[src/rtl/wir_ctrl.sv]
// IEEE 1500 wrapper instruction register and serial control decoder.
// Drives the boundary-cell controls and selects the WSO source.
module wir_ctrl #(
  parameter int WIR_W = 3
) (
  input  logic             clk,
  input  logic             arst,
  input  logic             wsi,
  input  logic             selectwir,
  input  logic             shiftwr,
  input  logic             capturewr,
  input  logic             updatewr,
  input  logic             wbr_so,
  output logic             wbr_si,
  output logic             shift,
  output logic             capture,
  output logic             update,
  output logic             mode,
  output logic             safe,
  output logic             io_face,
  output logic             wso,
  output logic [WIR_W-1:0] instr
);

  typedef enum logic [2:0] {
    OP_BYPASS  = 3'd0,
    OP_EXTEST  = 3'd1,
    OP_INTEST  = 3'd2,
    OP_SAFE    = 3'd3,
    OP_PRELOAD = 3'd4
  } op_e;

  // Unlisted codes fall back to bypass so the wrapper stays transparent.
  function automatic op_e decode_op(input logic [WIR_W-1:0] code);
    logic [31:0] c;
    c = 32'(code);
    case (c)
      32'd1:   return OP_EXTEST;
      32'd2:   return OP_INTEST;
      32'd3:   return OP_SAFE;
      32'd4:   return OP_PRELOAD;
      default: return OP_BYPASS;
    endcase
  endfunction

  logic [WIR_W-1:0] wir_sr_q, wir_sr_d;
  logic [WIR_W-1:0] wir_up_q, wir_up_d;
  logic             byp_q, byp_d;
  op_e              op;
  logic             data_sel;
  logic             boundary_op;

  assign op          = decode_op(wir_up_q);
  assign data_sel    = ~selectwir;
  assign boundary_op = (op != OP_BYPASS);

  always_comb begin
    wir_sr_d = wir_sr_q;
    wir_up_d = wir_up_q;
    byp_d    = byp_q;
    if (selectwir) begin
      if (capturewr) begin
        wir_sr_d = {{(WIR_W-1){1'b0}}, 1'b1};
      end else if (shiftwr) begin
        wir_sr_d = {wsi, wir_sr_q[WIR_W-1:1]};
      end
      // Update sees the pre-edge shift stage, independent of capture/shift.
      if (updatewr) begin
        wir_up_d = wir_sr_q;
      end
    end else if (!boundary_op) begin
      if (capturewr) begin
        byp_d = 1'b0;
      end else if (shiftwr) begin
        byp_d = wsi;
      end
    end
  end

  always_ff @(posedge clk) begin
    if (arst) begin
      wir_sr_q <= '0;
      wir_up_q <= '0;
      byp_q    <= 1'b0;
    end else begin
      wir_sr_q <= wir_sr_d;
      wir_up_q <= wir_up_d;
      byp_q    <= byp_d;
    end
  end

  always_comb begin
    shift   = data_sel & boundary_op & shiftwr & ~capturewr;
    capture = data_sel & ((op == OP_EXTEST) | (op == OP_INTEST)) & capturewr;
    update  = data_sel & boundary_op & updatewr;
    mode    = (op == OP_EXTEST) | (op == OP_INTEST);
    io_face = (op == OP_EXTEST);
    safe    = (op == OP_SAFE);
    if (selectwir) begin
      wso = wir_sr_q[0];
    end else if (!boundary_op) begin
      wso = byp_q;
    end else begin
      wso = wbr_so;
    end
  end

  assign wbr_si = wsi;
  assign instr  = wir_up_q;

endmodule
[config.mk]
export PLATFORM = sky130hd
export DESIGN_NAME = wir_ctrl
export DESIGN_NICKNAME = d
export VERILOG_FILES = /design/src/rtl/wir_ctrl.sv
export SDC_FILE = /design/constraint.sdc
export NUM_CORES = 1
export LEC_CHECK = 0
export CORE_AREA = 2 2 39 41
export DETAILED_ROUTE_END_ITERATION = 16
export DIE_AREA = 0 0 41 43
export SYNTH_ARGS = -nofsm -noshare
export SYNTH_HDL_FRONTEND = slang
export SYNTH_SLANG_ARGS = --single-unit
[constraint.sdc]
create_clock -name clk -period 2.7 [get_ports clk]
set_input_delay 0.81 -clock clk [delete_from_list [all_inputs] [get_ports clk]]
set_output_delay 0.81 -clock clk [all_outputs]
set_load 0.005 [all_outputs]
Word-level counts from Yosys, hierarchy flattened
Index checks and enable logic that the tools add are counted.

Bits of input ports: 8. Word-level logic and storage cells: 32. Output and inout bits: 11. Flip-flop bits (word level): 7.

Reductions and logical operators: 5. Equality and inequality tests: 7. Multiplexer cells: 7. Bitwise logic cells: 10.

Operators by type and width (number): $eq A3 B2 Y1 const B (4); $pmux W3 S4 (1); $and A1 B1 Y1 (6); $eq A3 B1 Y1 const B (2); $mux W3 (2); $mux W1 (4); $reduce_and A2 Y1 (2); $eq A3 B3 Y1 const B (1); $not A1 Y1 (3); $reduce_and A3 Y1 (1); $reduce_bool A3 Y1 (1); $reduce_bool A2 Y1 (1); $or A1 B1 Y1 (1).

Logic depth before layout (Yosys ltp)
Gate-level depths: netlist of the first run.

Word-level depth: 6. Mapped depth: 4. Depth with buffers taken out: 3.

Worst setup path after synthesis of the first run
OpenSTA, ideal clock, no wires.

Kind: input to output. From: in selectwir. To: out capture. Slack: 0.548 ns. Data required time: 1.890 ns. Stages on the path: 2. Arrival time: 1.342 ns. Path buffers: 1. Path through: clkbuf_1 nor4b_1.

Cells in the longest elaborated chain, start to end: 3.

RTL lines: from (decl) (line 9) `input logic selectwir,`; $not A1 Y1 (no source line); $and A1 B1 Y1 (2 in a row) (line 94) `capture = data_sel & ((op == OP_EXTEST) | (op == OP_INTEST)) & capturewr;`; to (decl) (line 16) `output logic capture,`.

Every way passes these cells.

Worst setup path after layout of the first run
From: in wbr_so. To: out wso.

Cells in the longest elaborated chain, start to end: 2.

RTL lines: from (decl) (line 13) `input logic wbr_so,`; $mux W1 (line 101) `end else if (!boundary_op) begin`; $mux W1 (line 99) `if (selectwir) begin`; to (decl) (line 21) `output logic wso,`.

Every way passes these cells.

==> summary.md, run 1 <==
| Metric | Value |
|---|---|
| Root cell of the clock tree | clkbuf_4 |
| Crit path largest cell delay | 0.40 ns |
| Synth area leader | dfxtp_1 |
| Placed instance count | 85 |
| CTS max path bufs | 2 |
| Number of synthesis warnings | 0 |
| WP data arrival | 1.82 ns |
| Ys flop type | dfxtp_1 |
| Row count | 14 |
| Clock transition at path regs | 0.05 ns |
| GR Util All Layers | 0.122 |
| Max frequency | 0.380 GHz |
| Routed WL per cell | 10.7 µm |
| Final Instance Count excl. Fillers | 89 |
| Hold WC Path Type | reg -> reg |
| Die Y | 43 µm |
| Post-layout util | 0.479 |
| Pin slew with the least headroom to its limit | 0.445 ns |
| CP Data Required Time | 1.89 ns |
| Detailed-route via count | 443 |
| Number of global-route vias before repair | 390 |
| Largest net degree at the start of global routing | 9 |
| Area of the core | 1380 µm² |
| Slowest-stage cell, CP | clkdlybuf4s50_1 |
| Power density cells | 385 nW/µm² |
| Crit end category | output pin |
| Synth Instances | 47 |
| Setup TNS | 0 ns |
| Worst skew pair latency | 0.26 ns |
| H-tree levels | 1 |
| Die area | 1760 µm² |
| Startpoint types | input pin |
| Share of cells above drive strength 1 | 0.219 |
| # setup viols final | 0 |
| Number of synthesized flops with an enable pin | 0 |
| Peak supply drop | 0.173 mV |
| Hold Violations, Final | 0 |
| Seq cells post-synth | 7 |
| Mean post-synth cell area | 8.44 µm² |
| Gr ovfl total | 0 |
| Crit Path Category | in -> out |
| Final worst-path cycle share | 0.975 |
| Tmin final | 2.63 ns |
| CTS tree | yes |
| First DRT Iteration DRCs | 13 |
| Most common cell in the netlist | dfxtp_1 |
| Power Total | 0.000255 W |
| Status | completed |
| Die Wd | 41 µm |
| Max Cap Viol | 0 |
| Synth Cell Area | 397 µm² |
| Count of cell types in the netlist | 24 |
| Final Slew Violations | 0 |
| Post-Route WL | 951 µm |
| Initial antenna violation count | 0 |
| Synth top cells by count | 7 x dfxtp_1, 6 x nand2_1, 4 x nor2_1 |
| CP Max Fanout | 1 |
| LEAKAGE | 0.258 nW |
| RePlAce Congestion | 0.763 |
| Cts repair resizes | 7 |
| CTS Hold Buffers Added | 0 |
| RSZ-0062 raised after global routing | false |
| Via density | 4.98 |
| Post-Synthesis Net Count | 55 |
| CTS buffer count | 3 |
| Clk sinks | 7 |
| Seq/Total Area, Yosys | 0.353 |
| Ys async rst share | 0 |
| Final Skew | 0.00201 ns |
| Critical path, cell by cell | clkdlybuf4s50_1 > and3_4 > o31a_1 > clkdlybuf4s15_1 |
| Largest delay share family, worst path | buffers and inverters |
| Nets | 82 |
| First-pass GRT wire length | 1.45 mm |
| Buf+Inv Stages, Crit Path | 2 |
| Post-DP HPWL | 720 µm |
| ANT nets after route | 0 |
| 1st-pass router iterations | 3 |
| Largest cells by area after synthesis | dfxtp_1 35%, nand2_1 5.7%, nor4b_1 4.4%, a21oi_1 3.8%, nand3_1 3.8% |
| Post-CTS setup buffers | 0 |
| Drt drc | 0 |
| Antenna fix cells | 0 |
| PortBufs | 18 |
| Yosys top cell area share | 0.353 |
| Initial core utilization | 0.287 |
| Relative slew margins | 0.700 |
| I/O pins | 19 |
| Layout Area Growth over Synthesis | 67.2% |
[kinds of logic (layout without fill, tap and decap cells)]
group | Yosys count | after routing | synth area share
muxes | 1 | 1 | 0.0252
and+or+nand+nor | 23 | 23 | 0.356
DFF | 7 | 7 | 0.353
xor gates and xnor gates | 1 | 1 | 0.0221
buffers and inverters | 4 | 30 | 0.0473
AOI/OAI and AO/OA | 11 | 11 | 0.196
[area by class of cell]
type,count,area (µm²)
clock buffers,4,26.3
fillers,148,721
inverters,2,7.51
multi-input cells,36,249
flip-flops and latches,7,140
well taps,16,20.0
repair buffers,24,220
[sequential cells by signal, indices dropped and copies added (netlist names)]
register / count
wir_sr_q: 3
instr: 3
byp_q: 1
[layer usage]
metal  track usage  vias to the layer above  wire (µm)
met2         0.184                       14        448
met3        0.0314                        3         58
met4         0.100                        0         30
met1         0.134                      206        414
met5             0                        -          0
li1              -                      220          -
[final timing paths]
kind	startpoint	endpoint	depth (start not counted)	slack (ns)
worst min-delay path	byp_q	byp_q	2	0.46
worst max-delay path	wbr_so	wso	4	0.07
worst min register to register	byp_q	byp_q	2	0.46
worst max register to register	instr[2]	byp_q	3	1.41
[layout by cell type, fill, tap and decap left out, drive strengths merged, types with 2 or more instances in the layout]
master	instances
a22oi	2
o21ai	2
dlygate4sd2	4
a21oi	3
dfxtp	7
inv	2
and3b	2
clkdlybuf4s50	13
nor3b	2
nand3	3
clkbuf	4
nand2	6
nor4b	2
buf	6
nor2	4
[power by group]
group          internal [W]  switching (W)
combinational     0.0000281      0.0000183
clock             0.0000567      0.0000439
sequential         0.000106     0.00000176
[per-stage QoR]
step	hold WS (ns)	instance area, µm²	setup WS [ns]
floorplan	0.437	397	0.548
CTS	0.465	662	0.00572
global placement	0.456	631	-0.294
detailed placement	0.460	631	-0.291
global route	0.503	663	0.0162
finish	0.465	663	0.0674
[worst reg2reg max path: stages, from the launching register on]
cell and delay (ns):
dfxtp_1 0.37, or3_4 0.41, a211oi_2 0.25, mux2i_1 0.19
Power figures use the tool's default switching activity.
==> run 2, diff against run 1 <==
PLACE_DENSITY_LB_ADDON = 0.15   (was default)
==> summary.md, run 2 (synthesis results as in run 1) <==
| Metric | Value |
|---|---|
| Status | completed |
| PortBufs | 18 |
| Final Skew | 0.00173 ns |
| Post-Route WL | 981 µm |
| Die Wd | 41 µm |
| LEAKAGE | 0.266 nW |
| GR Util All Layers | 0.132 |
| First-pass GRT wire length | 1.59 mm |
| Final Slew Violations | 0 |
| Hold Crit Depth | 2 |
| CTS Hold Buffers Added | 0 |
| Worst r2r path cells | 3 |
| Initial core utilization | 0.287 |
| Layout Area Growth over Synthesis | 70.3% |
| 1st-pass router iterations | 4 |
| Largest net degree at the start of global routing | 9 |
| Gr ovfl total | 0 |
| Clock transition at path regs | 0.05 ns |
| Drt drc | 0 |
| DP Worst Slack | -0.307 ns |
| FF-to-FF End | byp_q |
| Min setup slack post-route | 0.0753 ns |
| CP Max Fanout | 1 |
| Commonest non-fill, non-tap cell in the layout | clkdlybuf4s50_1 |
| CP Data Required Time | 1.89 ns |
| Via density | 4.80 |
| Initial antenna violation count | 0 |
| Routed WL per cell | 10.9 µm |
| Post-layout util | 0.488 |
| WP data arrival | 1.81 ns |
| CTS max path bufs | 2 |
| Combinational power share | 0.188 |
| Sequential share of power | 0.432 |
| Power density cells | 370 nW/µm² |
| ANT nets after route | 0 |
| Clk sinks | 7 |
| Worst hold start | wir_sr_q[0] |
| Root cell of the clock tree | clkbuf_4 |
| Pin slew with the least headroom to its limit | 0.492 ns |
| Relative slew margins | 0.669 |
| Hold Violations, Final | 0 |
| Tmin final | 2.62 ns |
| First DRT Iteration DRCs | 10 |
| Max frequency | 0.381 GHz |
| RePlAce Congestion | 0.704 |
| Post-CTS setup buffers | 0 |
| Worst skew pair latency | 0.25 ns |
| Hold Path End | instr[0] |
| Peak supply drop | 0.202 mV |
| R2R Setup Slk | 1.47 ns |
| Final worst-path cycle share | 0.972 |
| Die area | 1760 µm² |
| Psw | 0.0000595 W |
| Net Sw Frac | 0.238 |
| I/O pins | 19 |
| Row count | 14 |
| Die Y | 43 µm |
| CTS tree | yes |
| Antenna fix cells | 0 |
| Number of global-route vias before repair | 393 |
| Post-DP HPWL | 757 µm |
| CTS buffer count | 3 |
| Final Instance Count excl. Fillers | 90 |
| Hold WC Path Type | reg -> reg |
| Area of the core | 1380 µm² |
| Pint | 0.000191 W |
| Crit Path Category | in -> out |
| Setup TNS | 0 ns |
| Worst R2R Start | instr[2] |
| Placed instance count | 86 |
| Crit end category | output pin |
| Startpoint types | input pin |
| H-tree levels | 1 |
| Share of cells above drive strength 1 | 0.243 |
| Detailed-route via count | 432 |
| Power Total | 0.000250 W |
| Max Cap Viol | 0 |
| Nets | 83 |
| # setup viols final | 0 |
| RSZ-0062 raised after global routing | false |
| Clock power frac | 0.380 |
| Most frequent cells in the layout | 12 x clkdlybuf4s50_1, 7 x dfxtp_1, 7 x buf_4 |
==> run 2: cell count changes in the layout (fill, tap and decap cells not counted) <==
cell	before	now
nor4b_1	1	0
nor4b_2	1	2
clkdlybuf4s50_1	13	12
buf_4	6	7
dlygate4sd2_1	4	5
==> run 2: worst max path at each step <==
stage	from	endpoint	slack, ns	cells after the start
finish	wbr_so	wso	0.08	4
CTS	wbr_so	wso	0.01	4
detailed placement	selectwir	wso	-0.31	5
global placement	selectwir	wso	-0.28	5
floorplan	selectwir	capture	0.55	2
global route	instr[0]	shift	0.02	4
==> run 2: critical path, stage by stage <==
cell and delay [ns]:
clkdlybuf4s50_1 0.40, and3_4 0.14, o31a_1 0.26, clkdlybuf4s15_1 0.20
==> run 2: timing repair <==
item | 4_1_cts | 5_1_grt
resized for setup | 9 | 1
endpoints found under the setup margin | 4 | 1
endpoints found under the hold margin | 0 | 0
gates cloned | 0 | 0
==> run 2: layout make-up <==
type / count / area (µm²)
Fill cell: 139 / 708
Tap cell: 16 / 20.0
Clock buffer: 4 / 26.3
Sequential cell: 7 / 140
Multi-Input combinational cell: 36 / 255
Timing Repair Buffer: 25 / 226
Inverter: 2 / 7.51
==> run 2: metrics by stage <==
step           area (µm²)  hold slack [ns]
6_report              676            0.464
5_1_grt               676            0.477
4_1_cts               674            0.471
3_5_place_dp          638            0.459
3_3_place_gp          638            0.456
2_1_floorplan         397            0.437
==> run 2: power by group through the flow <==
| stage | logic, W | registers (W) | clock network [W] |
|---|---|---|---|
| floorplan | 0.0000184 | 0.000110 | 0 |
| global placement | 0.0000480 | 0.000110 | 0 |
| detailed placement | 0.0000477 | 0.000110 | 0 |
| CTS | 0.0000469 | 0.000108 | 0.0000996 |
| global route | 0.0000508 | 0.000108 | 0.000105 |
| finish | 0.0000470 | 0.000108 | 0.0000951 |
==> run 2: layer usage <==
metal | GRT usage | vias to the layer above | wire, µm
met5 | 0 | - | 0
met3 | 0.0314 | 2 | 40
met2 | 0.184 | 10 | 439
li1 | - | 224 | -
met4 | 0.0800 | 0 | 15
met1 | 0.176 | 196 | 486
